<file path="config.mk">
export PLATFORM = sky130hd
export DESIGN_NAME = stream_join_n
export DESIGN_NICKNAME = d
export VERILOG_FILES = /design/src/rtl/stream_join_pkg.sv /design/src/rtl/sync_fifo_sc.sv /design/src/rtl/stream_join_n.sv
export SDC_FILE = /design/constraint.sdc
export NUM_CORES = 1
export LEC_CHECK = 0
export ABC_AREA = 0
export CAP_MARGIN = 10
export CORE_MARGIN = 3
export CORE_UTILIZATION = 45
export DETAILED_ROUTE_END_ITERATION = 8
export HOLD_SLACK_MARGIN = 0.02
export PLACE_DENSITY = 0.73
export SYNTH_ARGS = -nofsm -noshare
export SYNTH_HDL_FRONTEND = slang
export SYNTH_HIERARCHICAL = 1
export SYNTH_SLANG_ARGS = --single-unit
</file>
<file path="constraint.sdc">
create_clock -name clk -period 3.2 [get_ports clk]
set_input_delay 0.64 -clock clk [delete_from_list [all_inputs] [get_ports clk]]
set_output_delay 0.64 -clock clk [all_outputs]
set_load 0.01 [all_outputs]
</file>
<file path="src/rtl/stream_join_pkg.sv">
// Shared definitions for the stream_join_n block.
//   cnt_w()       : occupancy counter width for a FIFO of a given depth
//   DEF_*         : default parameter values used by the block
//   def_slice_t   : one channel's data slice at the default width
package stream_join_pkg;

    localparam int unsigned DEF_NUM_CH = 4;
    localparam int unsigned DEF_DATA_W = 8;
    localparam int unsigned DEF_DEPTH  = 4;
    localparam int unsigned DEF_CNT_W  = 16;

    typedef logic [DEF_DATA_W-1:0] def_slice_t;

    // One extra bit so a full FIFO (count == depth) is representable.
    function automatic int unsigned cnt_w(input int unsigned depth);
        return $clog2(depth) + 1;
    endfunction

endpackage

</file>
<file path="src/rtl/sync_fifo_sc.sv">
// Single-clock FIFO with registered pointers and occupancy count.
//   clk, rst_n : clock, asynchronous active-low reset (clears pointers/count)
//   push/wdata : write one entry (caller guarantees not full)
//   pop        : drop the head entry (caller guarantees not empty)
//   head       : current head entry
//   count      : number of stored entries, 0..DEPTH
module sync_fifo_sc #(
    parameter int unsigned DATA_W = 8,
    parameter int unsigned DEPTH  = 4
) (
    input  logic                     clk,
    input  logic                     rst_n,
    input  logic                     push,
    input  logic [DATA_W-1:0]        wdata,
    input  logic                     pop,
    output logic [DATA_W-1:0]        head,
    output logic [$clog2(DEPTH):0]   count
);
    localparam int unsigned PW = $clog2(DEPTH);
    localparam int unsigned CW = PW + 1;

    logic [DATA_W-1:0] mem [DEPTH];
    logic [PW-1:0]     wr_ptr_q, wr_ptr_d;
    logic [PW-1:0]     rd_ptr_q, rd_ptr_d;
    logic [CW-1:0]     count_q, count_d;

    always_comb begin
        wr_ptr_d = wr_ptr_q;
        rd_ptr_d = rd_ptr_q;
        count_d  = count_q;
        // Power-of-two depth: pointers wrap by natural overflow.
        if (push) wr_ptr_d = wr_ptr_q + PW'(1);
        if (pop)  rd_ptr_d = rd_ptr_q + PW'(1);
        unique case ({push, pop})
            2'b10:   count_d = count_q + CW'(1);
            2'b01:   count_d = count_q - CW'(1);
            default: count_d = count_q;
        endcase
    end

    always_ff @(posedge clk or negedge rst_n) begin
        if (!rst_n) begin
            wr_ptr_q <= '0;
            rd_ptr_q <= '0;
            count_q  <= '0;
        end else begin
            wr_ptr_q <= wr_ptr_d;
            rd_ptr_q <= rd_ptr_d;
            count_q  <= count_d;
        end
    end

    // Storage needs no reset; validity is tracked by count.
    always_ff @(posedge clk) begin
        if (push) mem[wr_ptr_q] <= wdata;
    end

    assign head  = mem[rd_ptr_q];
    assign count = count_q;

endmodule

</file>
<file path="src/rtl/stream_join_n.sv">
// N-way valid/ready stream join with per-channel buffering.
//   ch_en     : per-channel enable; disabled channels accept and drop input
//   in_valid/in_ready/in_data : NUM_CH input streams, channel i at [i*DATA_W +: DATA_W]
//   out_valid/out_ready/out_data : joined beat of all enabled heads (disabled slices 0)
//   xfer_cnt  : saturating count of output transfers; clr_cnt clears it (priority)
module stream_join_n
    import stream_join_pkg::*;
#(
    parameter int unsigned NUM_CH = DEF_NUM_CH,
    parameter int unsigned DATA_W = DEF_DATA_W,
    parameter int unsigned DEPTH  = DEF_DEPTH,
    parameter int unsigned CNT_W  = DEF_CNT_W
) (
    input  logic                     clk,
    input  logic                     rst_n,
    input  logic [NUM_CH-1:0]        ch_en,
    input  logic [NUM_CH-1:0]        in_valid,
    output logic [NUM_CH-1:0]        in_ready,
    input  logic [NUM_CH*DATA_W-1:0] in_data,
    output logic                     out_valid,
    input  logic                     out_ready,
    output logic [NUM_CH*DATA_W-1:0] out_data,
    output logic [CNT_W-1:0]         xfer_cnt,
    input  logic                     clr_cnt
);
    localparam int unsigned CW = cnt_w(DEPTH);

    logic [DATA_W-1:0] head [NUM_CH];
    logic [CW-1:0]     count [NUM_CH];
    logic [NUM_CH-1:0] push;
    logic [NUM_CH-1:0] pop;
    logic              fire;
    logic [CNT_W-1:0]  xfer_cnt_q, xfer_cnt_d;

    for (genvar i = 0; i < NUM_CH; i++) begin : g_ch
        sync_fifo_sc #(
            .DATA_W (DATA_W),
            .DEPTH  (DEPTH)
        ) u_fifo (
            .clk   (clk),
            .rst_n (rst_n),
            .push  (push[i]),
            .wdata (in_data[i*DATA_W +: DATA_W]),
            .pop   (pop[i]),
            .head  (head[i]),
            .count (count[i])
        );
    end

    always_comb begin
        in_ready  = '0;
        push      = '0;
        pop       = '0;
        out_data  = '0;
        out_valid = |ch_en;
        for (int i = 0; i < NUM_CH; i++) begin
            // Full blocks the push even if a pop happens this cycle.
            in_ready[i] = rst_n && (ch_en[i] ? (count[i] != CW'(DEPTH)) : 1'b1);
            push[i]     = in_valid[i] && in_ready[i] && ch_en[i];
            if (ch_en[i] && count[i] == '0) out_valid = 1'b0;
            if (ch_en[i] && rst_n) out_data[i*DATA_W +: DATA_W] = head[i];
        end
        fire = out_valid && out_ready;
        pop  = fire ? ch_en : '0;
    end

    always_comb begin
        xfer_cnt_d = xfer_cnt_q;
        if (clr_cnt)                        xfer_cnt_d = '0;
        else if (fire && xfer_cnt_q != '1)  xfer_cnt_d = xfer_cnt_q + CNT_W'(1);
    end

    always_ff @(posedge clk or negedge rst_n) begin
        if (!rst_n) xfer_cnt_q <= '0;
        else        xfer_cnt_q <= xfer_cnt_d;
    end

    assign xfer_cnt = xfer_cnt_q;

endmodule

</file>
==> qor.csv <==
stage,metric,value,unit
setup_path,worst path required time,2.56,ns
layout,post-route cell area,9435,sq um
placement,GPL Wtd Cong,0.7932,
power_and_ir_drop,cell area power density,709.9,nW/um^2
layout,multi-input logic area,2409,sq um
floorplan,Die H,135.4,um
floorplan,Initial Utilization,46.74,%
cts,clock tree buffer depth,2,
setup_path,reg2reg start,xfer_cnt[0]$_DFFE_PN0P_,
floorplan,IO Count,97,
cts,Hold Buf Count CTS,0,
setup_path,CP Launch Type,primary input,
logic_synthesis,Post-synth EDFFs,128,
logic_synthesis,Mapped Area,7532,sq um
drt,DR pass1 iterations,4,
timing,Fin. Hold Viols,0,
global_route,total gr overflow,0,
logic_synthesis,post-synth top area cell,edfxtp_1,
setup_path,Worst path most repeated cell,clkdlybuf4s50_1,
global_route,number of global-route vias before repair,4676,
floorplan,CORE AREA,16120,sq um
timing,fmax,320.7,MHz
timing,final-report max-slew violation count,0,
job,maxcap violations,0,
logic_synthesis,"count leader, synth",edfxtp_1,
setup_path,critical path class,primary input to primary output,
timing,Period minus WS final,3.119,ns
drt,Initial DRC Count,311,
timing,RSZ-0062 raised after global routing,false,
cts,"Clk Latency, worst-skew pair",0.42,ns
logic_synthesis,synthesized netlist cell count,475,
global_route,total track usage,17.75,%
global_route,global-route wire length before repair,24550,um
power_and_ir_drop,Max IR drop VDD,464.0,uV
layout,final net count,667,
timing,Max-slew headroom,60.78,%
drt,via count,4411,
layout,Reg area,4946,sq um
setup_path,FF-to-FF End,xfer_cnt[3]$_DFFE_PN0P_,
setup_path,"slowest stage delay, CP",0.52,ns
power_and_ir_drop,leakage power,3.527,nW
drt,vias per inst,5.334,
logic_synthesis,Async SR Flop Fraction,25.58,%
drt,# DRC,0,
cts,clock sinks,172,
timing,part of the cycle the worst path needs,97.46,%
logic_synthesis,synth warn,6,
power_and_ir_drop,Total Power,6.698,mW
logic_synthesis,Avg Synthesized Cell Area,15.86,sq um
cts,H-tree depth,4,
logic_synthesis,Synth Net Count,544,
cts,Clock transition at path regs,0.06,ns
timing,Slew @ Worst Pin,0.5810,ns
layout,ant diodes,0,
cts,clk root buf,clkbuf_16,
cts,CTS tree,done,
timing,clock skew,0.008672,ns
timing,final setup vio count,0,
setup_path,worst reg2reg setup slack,0.78,ns
floorplan,die area,18330,sq um
drt,DRT antenna net count,0,
layout,layout cells sized above 1,17.02,%
global_route,antenna violations before repair,1,
logic_synthesis,most frequent cells after synthesis,"edfxtp_1, dfrtp_1, and3_1, mux4_2, inv_1",
drt,DR WL/cell,18.45,um
logic_synthesis,"FF+latch count, synth",172,
setup_path,CP top delay family,buffers and inverters,
status,status,"complete, no violations",
setup_path,Slowest cell on crit path,clkdlybuf4s50_1,
worst_hold_path,min-delay worst type,primary input to async pin,
layout,number of filler instances in the final layout,1265,
floorplan,FP Rows,46,
logic_synthesis,post-synthesis sequential area ratio,65.65,%
cts,post-CTS setup buffer count,0,
placement,Port Buf Inserts,96,
drt,final WL,15260,um
setup_path,worst-path maximum fanout,3,
logic_synthesis,Main synth FF type,edfxtp_1,
logic_synthesis,Yosys cell types,45,
setup_path,crit end category,primary output,
logic_synthesis,Synth area leaders,"edfxtp_1, dfrtp_1, mux4_2",
setup_path,"Buf+Inv Stages, Crit Path",3,
placement,Placed Area,8843,sq um
cts,TritonCTS Buffers,17,
logic_synthesis,Yosys top cell area share,51.03,%
placement,dpl hpwl,10540,um
global_route,largest net degree at the start of global routing,28,
setup_path,worst-case reg-to-reg path depth,6,
layout,synthesis-to-finish area growth,25.27,%
setup_path,worst path cell trace,clkdlybuf4s50_1 > nor4b_1 > or3_4 > nor3_2 > buf_4 > clkdlybuf4s50_1,
setup_path,Worst EP arrival,2.48,ns
floorplan,Die W,135.4,um
sequential cells by signal, summed over array words and instances (netlist names):
register              count
g_ch.u_fifo/mem         128
xfer_cnt                 16
g_ch.u_fifo/count        12
g_ch.u_fifo/rd_ptr_q      8
g_ch.u_fifo/wr_ptr_q      8
metal layers:
metal / part of all wire, % / GRT usage [%] / vias to the layer above
li1: - / - / 2033
met1: 41 / 22.21 / 2234
met2: 52 / 29.89 / 124
met3: 4.9 / 4.903 / 18
met4: 1.5 / 6.215 / 2
met5: 0.085 / 0 / -
report_power, final:
part           leakage [nW]  internal [mW]  switching [mW]
Sequential             1.71           2.69           0.387
Combinational          1.55          0.969           0.704
Clock                 0.267           1.14           0.810
Total                  3.53           4.80            1.90
layout by cell type (no fill, tap or decap), types with 4 or more instances in the layout:
| master | count |
|---|---|
| clkbuf_16 | 17 |
| clkdlybuf4s50_1 | 94 |
| o21ai_0 | 8 |
| inv_1 | 26 |
| dfrtp_1 | 43 |
| nand2_1 | 16 |
| fa_1 | 4 |
| a21oi_1 | 11 |
| a31oi_1 | 4 |
| xnor2_1 | 11 |
| nor2_1 | 22 |
| nand3_1 | 10 |
| and3_1 | 37 |
| ha_1 | 21 |
| nand4_1 | 5 |
| xor2_1 | 15 |
| nor2b_1 | 4 |
| clkinv_1 | 4 |
| and2_1 | 16 |
| buf_4 | 26 |
| mux4_2 | 32 |
| edfxtp_1 | 128 |
worst max path at each step:
stage,endpoint,depth (start not counted),from
after detailed placement,g_ch[2].u_fifo/count[2]$_DFFE_PN0P_,12,ch_en[2]
after global placement,g_ch[1].u_fifo/count[2]$_DFFE_PN0P_,12,ch_en[2]
after CTS,out_valid,6,ch_en[1]
after global routing,out_valid,6,ch_en[2]
final,out_valid,6,ch_en[2]
after floorplan,g_ch[0].u_fifo/count[2]$_DFFE_PN0P_,8,ch_en[1]
worst register-to-register path, stage by stage, from the launching register on:
cell and delay [ns]:
dfrtp_1 0.44, ha_1 0.27, nand4_1 0.22, or4_4 0.58, and3_1 0.33, nand4_2 0.15, mux2_1 0.32
logic make-up after synthesis:
kind of cell	synth area share (%)
muxes	10.71
AOI/OAI and AO/OA	2.276
buffers and inverters	2.757
adders and majority gates	4.552
and+or+nand+nor	11.03
xor gates and xnor gates	3.023
DFF	65.65
layout make-up:
type	instances	share of cell area [%]
Multi-Input combinational cell	259	25.53
Inverter	26	1.034
Tap cell	216	2.864
Timing Repair Buffer	122	12.23
Clock buffer	19	4.588
Sequential cell	172	52.42
Clock inverter	13	1.339
metrics by stage:
step | setup TNS, ns | util, % | instances | worst slack [ns] | hold WS (ns)
final | 0 | 58.55 | 827 | 0.08137 | 0.2391
after detailed placement | -0.2075 | 54.88 | 795 | -0.1138 | 0.5152
after floorplan | 0 | - | 475 | 0.6593 | 0.3444
after CTS | 0 | 58.38 | 827 | 0.02428 | 0.2217
after global routing | 0 | 58.55 | 827 | 0.01230 | 0.2332
after global placement | 0 | 54.88 | 795 | 0.03817 | 0.5084
repair_timing:
item	CTS	global route
gates resized for setup	1	6
setup endpoints to repair	1	5
pin swaps	0	1
(Power assumes the default switching activity.)
